$ cat src/rtl/boot_seq_monitor.sv
// Boot-sequence checker: snoops the IRAM copy and the first jump to the application,
// flags pass/fail with the first failure cause.
module boot_seq_monitor #(
   parameter int                ADDR_W         = 32,
   parameter int                DATA_W         = 32,
   parameter int                NUM_WORDS      = 4,
   parameter logic [ADDR_W-1:0] APP_BASE       = 32'h0010_0000,
   parameter int                TIMEOUT_CYCLES = 50000,
   parameter int                CHECK_SUM      = 1,
   parameter logic [DATA_W-1:0] EXP_SUM        = 32'h1B55_2D5C,
   localparam int               CW             = $clog2(NUM_WORDS+1)
) (
   input  logic              clk,
   input  logic              rst_n,
   input  logic              iram_wvalid,
   input  logic              iram_wready,
   input  logic [ADDR_W-1:0] iram_waddr,
   input  logic [DATA_W-1:0] iram_wdata,
   input  logic              fetch_valid,
   input  logic              fetch_ready,
   input  logic [ADDR_W-1:0] fetch_addr,
   output logic [CW-1:0]     word_cnt,
   output logic [DATA_W-1:0] checksum,
   output logic              boot_done,
   output logic              boot_fail,
   output logic [2:0]        fail_code
);

   localparam int TW = $clog2(TIMEOUT_CYCLES+1);

   typedef enum logic [1:0] {COPY, WAIT_JUMP, DONE, FAIL} state_t;

   state_t            state, state_nxt;
   logic [CW-1:0]     cnt_nxt;
   logic [DATA_W-1:0] sum_nxt, sum_add;
   logic [2:0]        code_nxt;
   logic [TW-1:0]     cyc, cyc_nxt;
   logic [ADDR_W-1:0] exp_addr;
   logic              wr, jmp, last, tmo;

   assign wr       = iram_wvalid & iram_wready;
   assign jmp      = fetch_valid & fetch_ready & (fetch_addr == APP_BASE);
   assign exp_addr = APP_BASE + (ADDR_W'(word_cnt) << 2);
   assign last     = (word_cnt == CW'(NUM_WORDS-1));
   assign sum_add  = checksum + iram_wdata;
   // The counter parks at the last budget cycle, so any idle cycle from there on times out.
   assign tmo      = (cyc == TW'(TIMEOUT_CYCLES-1));

   always_comb begin
      state_nxt = state;
      cnt_nxt   = word_cnt;
      sum_nxt   = checksum;
      code_nxt  = fail_code;
      cyc_nxt   = cyc;
      case (state)
         COPY: begin
            if (!tmo) cyc_nxt = cyc + 1'b1;
            if (wr) begin
               if (iram_waddr == exp_addr) begin
                  cnt_nxt = word_cnt + 1'b1;
                  sum_nxt = sum_add;
                  if (last) begin
                     if (CHECK_SUM != 0 && sum_add != EXP_SUM) begin
                        state_nxt = FAIL;
                        code_nxt  = 3'd4;
                     end else begin
                        state_nxt = WAIT_JUMP;
                     end
                  end
               end else begin
                  state_nxt = FAIL;
                  code_nxt  = 3'd2;
               end
            end else if (jmp) begin
               state_nxt = FAIL;
               code_nxt  = 3'd3;
            end else if (tmo) begin
               state_nxt = FAIL;
               code_nxt  = 3'd1;
            end
         end
         WAIT_JUMP: begin
            if (!tmo) cyc_nxt = cyc + 1'b1;
            if (wr) begin
               state_nxt = FAIL;
               code_nxt  = 3'd5;
            end else if (jmp) begin
               state_nxt = DONE;
            end else if (tmo) begin
               state_nxt = FAIL;
               code_nxt  = 3'd1;
            end
         end
         default: ;
      endcase
   end

   always_ff @(posedge clk or negedge rst_n) begin
      if (!rst_n) begin
         state     <= COPY;
         word_cnt  <= '0;
         checksum  <= '0;
         fail_code <= '0;
         cyc       <= '0;
      end else begin
         state     <= state_nxt;
         word_cnt  <= cnt_nxt;
         checksum  <= sum_nxt;
         fail_code <= code_nxt;
         cyc       <= cyc_nxt;
      end
   end

   assign boot_done = (state == DONE);
   assign boot_fail = (state == FAIL);

endmodule
$ cat config.mk
export PLATFORM = sky130hd
export DESIGN_NAME = boot_seq_monitor
export DESIGN_NICKNAME = d
export VERILOG_FILES = /design/src/rtl/boot_seq_monitor.sv
export SDC_FILE = /design/constraint.sdc
export NUM_CORES = 1
export LEC_CHECK = 0
export CAP_MARGIN = 20
export CORE_ASPECT_RATIO = 0.5
export CORE_MARGIN = 8
export CORE_UTILIZATION = 48
export CTS_CLUSTER_SIZE = 16
export DETAILED_ROUTE_END_ITERATION = 7
export MAX_ROUTING_LAYER = met4
export PLACE_DENSITY = 0.82
export SYNTH_ARGS = -nofsm -noshare
export SYNTH_HDL_FRONTEND = slang
export SYNTH_SLANG_ARGS = --single-unit
$ cat constraint.sdc
create_clock -name clk -period 4.14 [get_ports clk]
set_input_delay 0.828 -clock clk [delete_from_list [all_inputs] [get_ports clk]]
set_output_delay 0.828 -clock clk [all_outputs]
set_load 0.01 [all_outputs]
## Word level (Yosys, flattened, before mapping)

Index checks and enable logic that the tools add are counted.

| storage, ports and cells | value |
|---|---|
| flip-flop bits (word level) | 56 |
| bits of input ports | 102 |
| output and inout port bits | 40 |
| word-level logic and storage cells | 49 |

| cells by class | value |
|---|---|
| eq/ne operators | 11 |
| add/sub/neg operators | 4 |
| reductions and logical operators | 7 |
| multiplexer cells | 18 |
| bitwise gates (word level) | 4 |

Operator list:

| cell | count |
|---|---|
| adder 32 bit | 1 |
| == test 32 x 21 -> 1 bit, second input constant | 1 |
| == test 32 x 22 -> 1 bit | 1 |
| != test 32 x 29 -> 1 bit, second input constant | 1 |
| two-way mux 3 bit | 8 |
| adder 21 x 5 -> 22 bit, first input constant | 1 |
| adder 16 x 1 -> 16 bit, second input constant | 1 |
| == test 16 bit, second input constant | 1 |
| two-way mux 2 bit | 8 |
| != test 4 bit, second input constant | 2 |
| case mux 3 bit (2 select lines) | 1 |
| == test 2 bit, second input constant | 2 |
| case mux 2 bit (2 select lines) | 1 |
| AND reduction 2 bit | 2 |
| AND reduction 4 bit | 1 |
| adder 3 x 1 -> 3 bit, second input constant | 1 |
| bitwise AND 1 bit | 3 |
| == test 3 x 2 -> 1 bit, second input constant | 1 |
| != test 3 bit, second input constant | 1 |
| AND reduction 3 bit | 1 |
| == test 2 x 1 -> 1 bit, second input constant | 1 |
| logical NOT 2 bit | 1 |
| nonzero test 2 bit | 1 |
| OR reduction 2 bit | 1 |
| inverter 1 bit | 1 |

## Logic depth before layout (Yosys ltp)

| logic depth | value |
|---|---|
| depth in word-level cells | 7 |
| gate-level depth with buffers | 13 |
| mapped depth without buffers | 13 |

## Worst setup path before layout

OpenSTA, ideal clock, no wires.

| timing path | value |
|---|---|
| kind | in2reg |
| start point | in iram_wdata[0] |
| end point | reg fail_code[0] |
| data arrival time | 3979 ps |
| setup slack | 35 ps |
| stages on the path | 13 |
| buffers on the path | 0 |
| data required time | 4014 ps |
| cell sequence | ha_1 inv_1 fa_1 nor2b_4 o31ai_2 a211oi_4 o21ai_1 a211oi_2 or3b_1 or4_4 or4_4 a311oi_1 nor2_1 |

| between the ends | value |
|---|---|
| cells in the longest elaborated chain, start to end | 4 |

RTL lines:

| what | line | RTL |
|---|---|---|
| start, declared | 18 | `input logic [DATA_W-1:0] iram_wdata,` |
| adder 32 bit | 45 | `assign sum_add = checksum + iram_wdata;` |
| != test 32 x 29 -> 1 bit | 63 | `if (CHECK_SUM != 0 && sum_add != EXP_SUM) begin` |
| != test 4 bit (no line) | -- |  |
| AND reduction 4 bit (no line) | -- |  |
| end signal, assigned | 109 | `fail_code <= code_nxt;` |
| end, declared | 26 | `output logic [2:0] fail_code` |

No other way between the ends.
A chain may end at the register's enable or synchronous reset.

## Worst setup path after layout

| timing path | value |
|---|---|
| start point | in iram_wdata[12] |
| end point | reg fail_code[0] |

The elaborated chain is that of the path after synthesis.

==> results <==
-- flip-flops by register name (all words and copies together) (netlist names) --
name	flops
checksum	32
cyc	16
fail_code	3
word_cnt	3
state	2
-- worst min-delay path by stage --
stage	start	end	slack [ns]	cells past startpoint
2_1_floorplan	cyc[15]	cyc[15]	0.45	1
3_3_place_gp	cyc[15]	cyc[15]	0.46	1
3_5_place_dp	cyc[15]	cyc[15]	0.46	1
4_1_cts	cyc[15]	cyc[15]	0.48	1
5_1_grt	cyc[15]	cyc[15]	0.49	1
6_report	cyc[15]	cyc[15]	0.47	1
-- per-layer routing --
layer,vias to the layer above,part of all wire [%],GRT usage (%)
met1,2793,36,29.8
met4,0,6.5,8.65
li1,2593,-,-
met5,-,0,-
met2,492,48,46.1
met3,164,9.9,4.06
-- logic make-up after synthesis --
logic type      count (synthesis)  share of synthesized area [%]
mux                             7                           1.59
xor+xnor                       39                           7.34
buf+inv                        34                           3.06
compound gates                153                           22.5
fa+ha+maj                      35                           9.57
simple gates                  242                           25.9
flops                          56                           30.1
-- cell usage in the layout (no fill, tap or decap), types with 7 or more instances in the layout --
master and n:
sky130_fd_sc_hd__nand2_1 106, sky130_fd_sc_hd__o21a_1 7, sky130_fd_sc_hd__ha_4 15, sky130_fd_sc_hd__a21oi_1 26
sky130_fd_sc_hd__nand3_1 7, sky130_fd_sc_hd__buf_4 125, sky130_fd_sc_hd__o21ai_1 8, sky130_fd_sc_hd__o31ai_1 9
sky130_fd_sc_hd__nor2_1 27, sky130_fd_sc_hd__ha_1 17, sky130_fd_sc_hd__nor4_1 15, sky130_fd_sc_hd__nand4_1 17
sky130_fd_sc_hd__nor3_1 15, sky130_fd_sc_hd__o21ai_0 22, sky130_fd_sc_hd__dfrtp_1 56, sky130_fd_sc_hd__nor2b_1 8
sky130_fd_sc_hd__clkdlybuf4s50_1 131, sky130_fd_sc_hd__xnor2_1 24, sky130_fd_sc_hd__a21oi_2 7, sky130_fd_sc_hd__xor2_1 14
sky130_fd_sc_hd__inv_1 9, sky130_fd_sc_hd__a21o_1 8
-- stage by stage --
step           cell area [um^2]  setup WS [ns]
3_3_place_gp               6980         -0.512
6_report                   7680         -0.199
2_1_floorplan              4660         0.0354
5_1_grt                    7680         -0.197
4_1_cts                    7260        0.00145
3_5_place_dp               6980         -0.666
-- layout make-up --
type                    instances  area (um^2)
multi-input cells             476         3540
repair buffers                266         2350
fillers                       560         1760
flip-flops and latches         56         1400
well taps                     135          169
clock buffers                   5          125
clock inverters                 3         46.3
inverters                      11         41.3
diodes                          1         2.50
-- critical path: stages --
cell,delay [ns]
sky130_fd_sc_hd__clkdlybuf4s50_1,0.42
sky130_fd_sc_hd__ha_2,0.39
sky130_fd_sc_hd__nand2_1,0.13
sky130_fd_sc_hd__o31ai_1,0.45
sky130_fd_sc_hd__a31oi_2,0.14
sky130_fd_sc_hd__buf_4,0.20
sky130_fd_sc_hd__a22oi_1,0.18
sky130_fd_sc_hd__xnor2_1,0.17
sky130_fd_sc_hd__nand4_1,0.17
sky130_fd_sc_hd__or4_4,0.52
sky130_fd_sc_hd__or4_4,0.56
sky130_fd_sc_hd__a311oi_2,0.29
sky130_fd_sc_hd__nor2_1,0.07
-- power by group through the flow --
stage                     clock network [mW]  logic [mW]  registers (mW)
after CTS                              0.522       0.275           0.550
after floorplan                            0      0.0856           0.562
after global placement                     0       0.263           0.561
final                                  0.522       0.316           0.550
after global routing                   0.544       0.330           0.551
after detailed placement                   0       0.269           0.561
-- repair_timing --
item | CTS | global route
setup endpoints to repair | 4 | 4
resized for setup | 19 | 63
pin swaps | 11 | 33
setup buffers | 3 | 10
==> metrics list <==
* Run status: finished, violations left
- The final reports fail on negative setup slack.
- The setup path with the least slack is of type in2reg.
- Total power for the finished layout comes to between 1 and 1.5 mW.
- Dominant cell type by area after synthesis: sky130_fd_sc_hd__dfrtp_1
* Distinct cell type count after synthesis: 69
- The number of nets in the synthesized netlist is 703.
- CP required: 4.33 ns
- Averaged over all synthesized cells, the footprint is ~8.2 um^2.
- In this run the standard cell core region covers 9450 um^2.
- In this run the worst setup path terminates at fail_code[0].
- By area the synthesized netlist is led by sky130_fd_sc_hd__dfrtp_1 (30%), sky130_fd_sc_hd__ha_1 (9.1%), sky130_fd_sc_hd__nand2_1 (8.5%).
- For this design the ratio of total power to cell area is 181 nW/um^2.
- The total count of hold-check failures in the final report was 0.
- The initial antenna violation count came to 1.
- Transition time at the pin with the least slew margin: 1.03 ns
- Number of endpoints failing setup at the final stage: 4
- Residual overflow from global routing: 0
* Initial Util: 49.3%
- CTS buffer count: 5
* Vias in the first global route: 5560
* Leading register cell type out of synthesis: sky130_fd_sc_hd__dfrtp_1
- In the global route stage, overall resource usage came out at 26.0%.
- The pre-antenna-repair detailed-routing pass consisted of 7 iterations.
- TritonCTS built the clock tree.
- The longest clock path from root to sink contains 2 buffers.
* Synthesized netlist cell count: between 500 and 600
- The first global-routing pass estimated 27400 um of wire.
- After layout, the worst path uses 105% of the clock period.
- Clock input transition at the sequential cells of the worst setup and hold paths: ~0.08 ns
- Final design utilization: 81.3%
- Once detail routing completed, the nets flagged for antenna violations numbered 0.
* Sequential-to-total area share from yosys stat: 30.1%
- Share of total power in the clock network: between 30 and 40%
* Share of cells above drive strength 1: between 20 and 30%
- Setup slack on the critical path of the routed design comes to -0.199 ns.
- Crit start category: input port
- Clk_skew: 0.00756 ns
- Final std cells w/o fill: 953
- Most common cell in the synthesized netlist: sky130_fd_sc_hd__nand2_1
* Combinational share of power: 22.7%
- The H-tree generated during clock tree synthesis spans 2 levels.
- The worst register-to-register path has a setup slack of ~0.24 ns.
* EDFF count, synth: 0
* Sum of routed wire length over all layers: 20900 um
* Register share of total power: roughly 40%
- The die covers between 10000 and 15000 um^2.
- After detailed routing, the average wire length per cell comes to 21.9 um.
- CP arrival: ~4.5 ns
- Count of yosys warnings during synthesis: 0
- The number of pins exceeding their max-slew limit in the final report is 0.
- Half-perimeter wire length after placement: between 10000 and 15000 um
* Slew headroom: 31.5%
* Startpoint of the most critical register-to-register path: checksum[0]
- The number of cells on the worst reg-to-reg path is 13.
* Switching share of total power: 26.6%
* Commonest cells in the netlist: sky130_fd_sc_hd__nand2_1 (106), sky130_fd_sc_hd__dfrtp_1 (56), sky130_fd_sc_hd__a21oi_1 (36), sky130_fd_sc_hd__ha_1 (34), sky130_fd_sc_hd__nor2_1 (28)
- For the final routed database, the setup TNS stands at -0.596 ns.
* Residual DRC: 0
- Chip height: ~86 um
- Leakage power: 3.34 nW
- Die boundary width: about 160 um
* Asr flop ratio synth: 100%
* Via count: about 6000
- The top cell type by area accounts for 30.1% of the synthesized area.
* I/O Buffers: 141
- Sinks on Clock Net: between 50 and 60
- Endpoint kind of the worst setup timing path: flop
- DR iter-0 viols: 851
* Time the final worst path needs with I/O delays and setup: 4.34 ns
- Number of register bits inferred by synthesis: 56
- Routed vias/inst: 6.34
* Clk Tree Root Cell: sky130_fd_sc_hd__clkbuf_16
* Worst IR Drop VDD: 0.185 mV
- Capturing point of the worst reg2reg path: fail_code[0]
- Worst hold slack: 0.475 ns
- Worst-path fanout max: 6
- Routability-driven placement finished with a final weighted congestion of about 0.95.
- Highest clock rate: 0.230 GHz
* Placed instance count: approximately 930
- Post-synthesis instance area: 4660 um^2
- Number of max-cap violations: 0
- In this run the core area contains 25 standard-cell rows.
- Pin count of the biggest net entering global routing: 52
* Internal cell power: 1.02 mW
- Area overhead of the layout relative to synthesis: 65.0%
* I/O Pins: 142
- Hold repair after CTS inserted 0 buffers.
- The final layout contains 953 nets.
* Insertion delay to the later sink of the worst-skew pair: 0.31 ns
* Power dissipated by switching net loads: 370 uW
- Tracing the worst setup path back leads to its startpoint at iram_wdata[12].
- The worst hold path belongs to the class reg2reg.
Power figures use the tool's default switching activity.
